<file path="src/rtl/uart_tx_frame.sv">
// UART transmitter: accepts one word per handshake and serializes it as
// start, LSB-first data, optional parity and stop bits, each held `prescale` clocks.
module uart_tx_frame #(
   parameter int DATA_WIDTH = 8,
   parameter int PRESCALE_W = 6
) (
   input  logic                  clk_based_on_prescale,
   input  logic                  asy_reset,
   input  logic [DATA_WIDTH-1:0] P_DATA,
   input  logic                  data_valid,
   input  logic                  parity_enable,
   input  logic                  parity_type,
   input  logic [PRESCALE_W-1:0] prescale,
   output logic                  TX_OUT,
   output logic                  busy
);

   typedef enum logic [2:0] {IDLE, START, DATA, PARITY, STOP} state_t;

   localparam int BIT_CNT_W = (DATA_WIDTH > 1) ? $clog2(DATA_WIDTH) : 1;
   localparam logic [BIT_CNT_W-1:0] LAST_BIT = BIT_CNT_W'(DATA_WIDTH - 1);

   state_t                  state_reg;
   logic [PRESCALE_W-1:0]   edge_cnt_reg;
   logic [PRESCALE_W-1:0]   last_edge_reg;
   logic [BIT_CNT_W-1:0]    bit_cnt_reg;
   logic [DATA_WIDTH-1:0]   shift_reg;
   logic                    par_en_reg;
   logic                    parity_bit_reg;
   logic                    bit_done;

   assign bit_done = (edge_cnt_reg == last_edge_reg);

   always_ff @(posedge clk_based_on_prescale or negedge asy_reset) begin
      if (!asy_reset) begin
         state_reg      <= IDLE;
         edge_cnt_reg   <= '0;
         last_edge_reg  <= '0;
         bit_cnt_reg    <= '0;
         shift_reg      <= '0;
         par_en_reg     <= 1'b0;
         parity_bit_reg <= 1'b0;
         TX_OUT         <= 1'b1;
         busy           <= 1'b0;
      end else begin
         case (state_reg)
            IDLE: begin
               if (data_valid) begin
                  // Everything the frame needs is captured here, so later
                  // input changes cannot disturb it; prescale 0 behaves as 1.
                  shift_reg      <= P_DATA;
                  par_en_reg     <= parity_enable;
                  parity_bit_reg <= (^P_DATA) ^ parity_type;
                  last_edge_reg  <= (prescale == '0) ? '0 : prescale - 1'b1;
                  edge_cnt_reg   <= '0;
                  bit_cnt_reg    <= '0;
                  state_reg      <= START;
                  TX_OUT         <= 1'b0;
                  busy           <= 1'b1;
               end
            end
            default: begin
               if (!bit_done) begin
                  edge_cnt_reg <= edge_cnt_reg + 1'b1;
               end else begin
                  edge_cnt_reg <= '0;
                  case (state_reg)
                     START: begin
                        state_reg   <= DATA;
                        bit_cnt_reg <= '0;
                        TX_OUT      <= shift_reg[0];
                        shift_reg   <= {1'b0, shift_reg[DATA_WIDTH-1:1]};
                     end
                     DATA: begin
                        if (bit_cnt_reg == LAST_BIT) begin
                           if (par_en_reg) begin
                              state_reg <= PARITY;
                              TX_OUT    <= parity_bit_reg;
                           end else begin
                              state_reg <= STOP;
                              TX_OUT    <= 1'b1;
                           end
                        end else begin
                           bit_cnt_reg <= bit_cnt_reg + 1'b1;
                           TX_OUT      <= shift_reg[0];
                           shift_reg   <= {1'b0, shift_reg[DATA_WIDTH-1:1]};
                        end
                     end
                     PARITY: begin
                        state_reg <= STOP;
                        TX_OUT    <= 1'b1;
                     end
                     STOP: begin
                        state_reg <= IDLE;
                        TX_OUT    <= 1'b1;
                        busy      <= 1'b0;
                     end
                     default: begin
                        state_reg <= IDLE;
                        TX_OUT    <= 1'b1;
                        busy      <= 1'b0;
                     end
                  endcase
               end
            end
         endcase
      end
   end

endmodule

</file>
<file path="config.mk">
export PLATFORM = sky130hd
export DESIGN_NAME = uart_tx_frame
export DESIGN_NICKNAME = d
export VERILOG_FILES = /design/src/rtl/uart_tx_frame.sv
export SDC_FILE = /design/constraint.sdc
export NUM_CORES = 1
export LEC_CHECK = 0
export BUFFER_PORTS_ARGS = -buffer_cell sky130_fd_sc_hd__buf_2
export CORE_ASPECT_RATIO = 1.5
export CORE_MARGIN = 2
export CORE_UTILIZATION = 61
export CTS_CLUSTER_DIAMETER = 200
export DETAILED_ROUTE_END_ITERATION = 6
export HOLD_SLACK_MARGIN = 0.1
export PLACE_DENSITY = 0.83
export SLEW_MARGIN = 25
export SYNTH_ARGS = -nofsm -noshare
export SYNTH_HDL_FRONTEND = slang
export SYNTH_SLANG_ARGS = --single-unit
export TNS_END_PERCENT = 100
</file>
<file path="constraint.sdc">
create_clock -name clk_based_on_prescale -period 3.3 [get_ports clk_based_on_prescale]
set_input_delay 0 -clock clk_based_on_prescale [delete_from_list [all_inputs] [get_ports clk_based_on_prescale]]
set_output_delay 0 -clock clk_based_on_prescale [all_outputs]
set_load 0.01 [all_outputs]
</file>
==> run metrics <==
status=completed; pins over their slew limit=0; Critical R2R Capture=shift_reg[7]; I/O pins=21; Initial DRC Count=38; Min-Delay Endpoint=last_edge_reg[3]; xor-xnor portion of the synthesized cell area=a little over a tenth; Synth Area in Compound Gates=17.7%; DRC Markers=0; Multi-input gate area=around 860 sq um; post-cts hold buffer count=16; HP Class=in -> reg; Final Util=77.2%; Synth warnings=0; Min Clock Period, post-route=2.28 ns; RR Startpoint=bit_cnt_reg[0]; Tot GR Track Use=between 20 and 30%; Layout fillers=around 190; Worst Skew=0.00767 ns; register area=approximately 750 sq um; register area share after synthesis=44.8%; Num CTS Buffers=5; setup tns final=0 ns; Final ANT Viol Nets=0; DP HPWL=between 2000 and 3000 microns; Syn Area/Cell=approximately 9.8 sq um; Setup WS post-layout=1.02 ns; Max rail drop VDD=between 0.2 and 0.3 mV; Primary FF master, synth=dfrtp_1; Clock Sinks=30; Yosys cell types=34; CP Launch Type=flip-flop; area share of fa/ha/maj cells after synthesis=approximately 3.7%; Max Cap Viol=0; largest net degree at the start of global routing=31; critical path's largest stage delay=between 0.5 and 0.6 ns; CTS H-tree depth=2; initial antenna violation count=0; Slew headroom=a little over half; detailed-route wire length=3780 microns; Arr. time, crit path=2.51 ns; number of global-route vias before repair=1487; Routed WL per cell=15.3 microns; vias=1405; layout cells sized above 1=15.7%; CORE AREA=between 0.002 and 0.003 sq mm; post-CTS setup buffer count=0; Cell Pwr Density=361 mW/mm^2; Pleak=0.911 nW; area grow syn2layout=21.7%; worst path required time=around 3.5 ns; met1 usage=between 20% and 30%; Remaining Overflow, GRT=0; cells on worst reg2reg path=8; routed vias/inst=between 5 and 6; Antenna diodes=0; max reg flops=8; drt pass-1 iters=4; worst-path maximum fanout=14; mux contribution to synthesized area=5.44%; Initial Utilization=63.4%; Post-synth EDFFs=0; Final Setup Violations=0; Hold Startpoint=prescale[1]; main combinational cell family by area after synthesis=compound AO/OA/AOI/OAI gates; worst-path cell chain=ha_1 > ha_1 > o21ai_0 > nand2b_1 > o22ai_1 > dlygate4sd3_1 > nand2_1 > nand2_1; Mapped Area=~0.0017 sq mm; Worst Setup End Kind=flip-flop; Hold Crit Depth=4; Synth Area in Simple Gates=between 10% and 20%; Die H=between 60 and 70 microns; crit path kind=reg -> reg; DP Worst Slack=around 1.1 ns; clk buf depth=2; CTS tree=done; Root Buffer=clkbuf_8; R2R setup slack=between 1 and 1.5 ns; layer with the highest usage=met2; PortBufs=20; final hold viol count=0; first-pass GRT wire length=6280 microns; RSZ-0062 raised after global routing=no; Post-Syn Instances=~170; clk_lat worst skew=0.29 ns; routability congestion estimate=0.821; FF+latch count, synth=30; Final Cycle Share=69.2%; Fmax=438 MHz; met2 Use GR=49.8%; row count=23; die width=between 40 and 50 microns; full die area=0.00320 sq mm; most frequent cells in the layout=dfrtp_1 (29), o21ai_0 (28), buf_2 (20), nand2_1 (19), dlygate4sd3_1 (16); syn nets=195; clk slew on worst S/H paths=about 0.060 ns; asr flop ratio synth=100%; grt met3 use=7.92%; CP max-delay cell=dlygate4sd3_1; Least-Margin Pin Slew=0.715 ns; Nets=between 200 and 250; most common cell after layout, fill and taps aside=dfrtp_1; Post-CTS Resized=0
[per-layer routing]
metal | share of wire [%] | up-vias | routed length [microns]
li1 | - | 672 | -
met1 | 37 | 676 | 1400
met2 | 55 | 45 | 2090
met3 | 4.5 | 12 | 169
met4 | 3.0 | 0 | 114
met5 | 0 | - | 0
[per-stage QoR]
step	power, mW	std cells	hold slack, ns	area [sq um]
floorplan	0.399	171	-0.296	1680
global placement	0.424	223	0.0495	1790
detailed placement	0.428	223	0.0617	1790
CTS	0.738	247	0.114	2040
global route	0.761	247	0.172	2040
finish	0.737	247	0.126	2040
[report_power, final]
| group | total [mW] | switching, mW | internal, mW |
|---|---|---|---|
| Sequential | 0.368 | 0 | 0.368 |
| Combinational | 0.0688 | 0.0327 | 0.0361 |
| Clock | 0.300 | 0.131 | 0.170 |
| Total | 0.737 | 0.164 | 0.574 |
[worst max-delay path, delay by kind of cell, from the launching register on]
| family | cells | cell delay (ns) |
|---|---|---|
| flops | 1 | 0.41 |
| buf+inv | 1 | 0.57 |
| simple gates | 3 | 0.40 |
| fa+ha+maj | 2 | 0.44 |
| compound gates | 2 | 0.41 |
[synth_stat cells, types with 3 or more instances]
cell type   n  share of area, %
inv_1       8               1.8
and2_1      3               1.1
xnor2_1    11               5.7
o21ai_0    28               8.3
ha_1        5               3.7
nand2_1    19               4.2
a21oi_1     5               1.5
a22o_1      4               2.1
xor2_1      9               4.7
a31oi_1     3               1.1
dfrtp_1    29                43
nor2_1      7               1.6
mux2i_1     8               4.8
nand3_1     3              0.89
[area by class of cell]
class	instances	share of cell area [%]
clock buffers	8	4.41
inverters	8	1.47
multi-input cells	127	41.9
flip-flops and latches	30	36.8
well taps	37	2.27
repair buffers	37	13.1
[kinds of logic (layout without fill, tap and decap cells)]
kind of cell             count (synthesis)  in the layout
multiplexers                             9              9
flip-flops                              30             30
buffers and inverters                   14             53
XOR/XNOR                                20             20
AO/OA/AOI/OAI                           49             49
adder cells (fa/ha/maj)                  5              5
AND/OR/NAND/NOR                         44             44
[worst max-delay path by stage]
stage,endpoint,startpoint,slack [ns],depth (start not counted)
global route,shift_reg[7],bit_cnt_reg[0],0.89,8
CTS,shift_reg[7],bit_cnt_reg[0],1.09,8
global placement,shift_reg[6],state_reg[2],1.22,6
detailed placement,shift_reg[0],state_reg[2],1.10,6
finish,shift_reg[7],bit_cnt_reg[0],1.02,8
floorplan,bit_cnt_reg[1],bit_cnt_reg[0],1.62,7
Note: power is estimated with default switching activity, not from simulation.
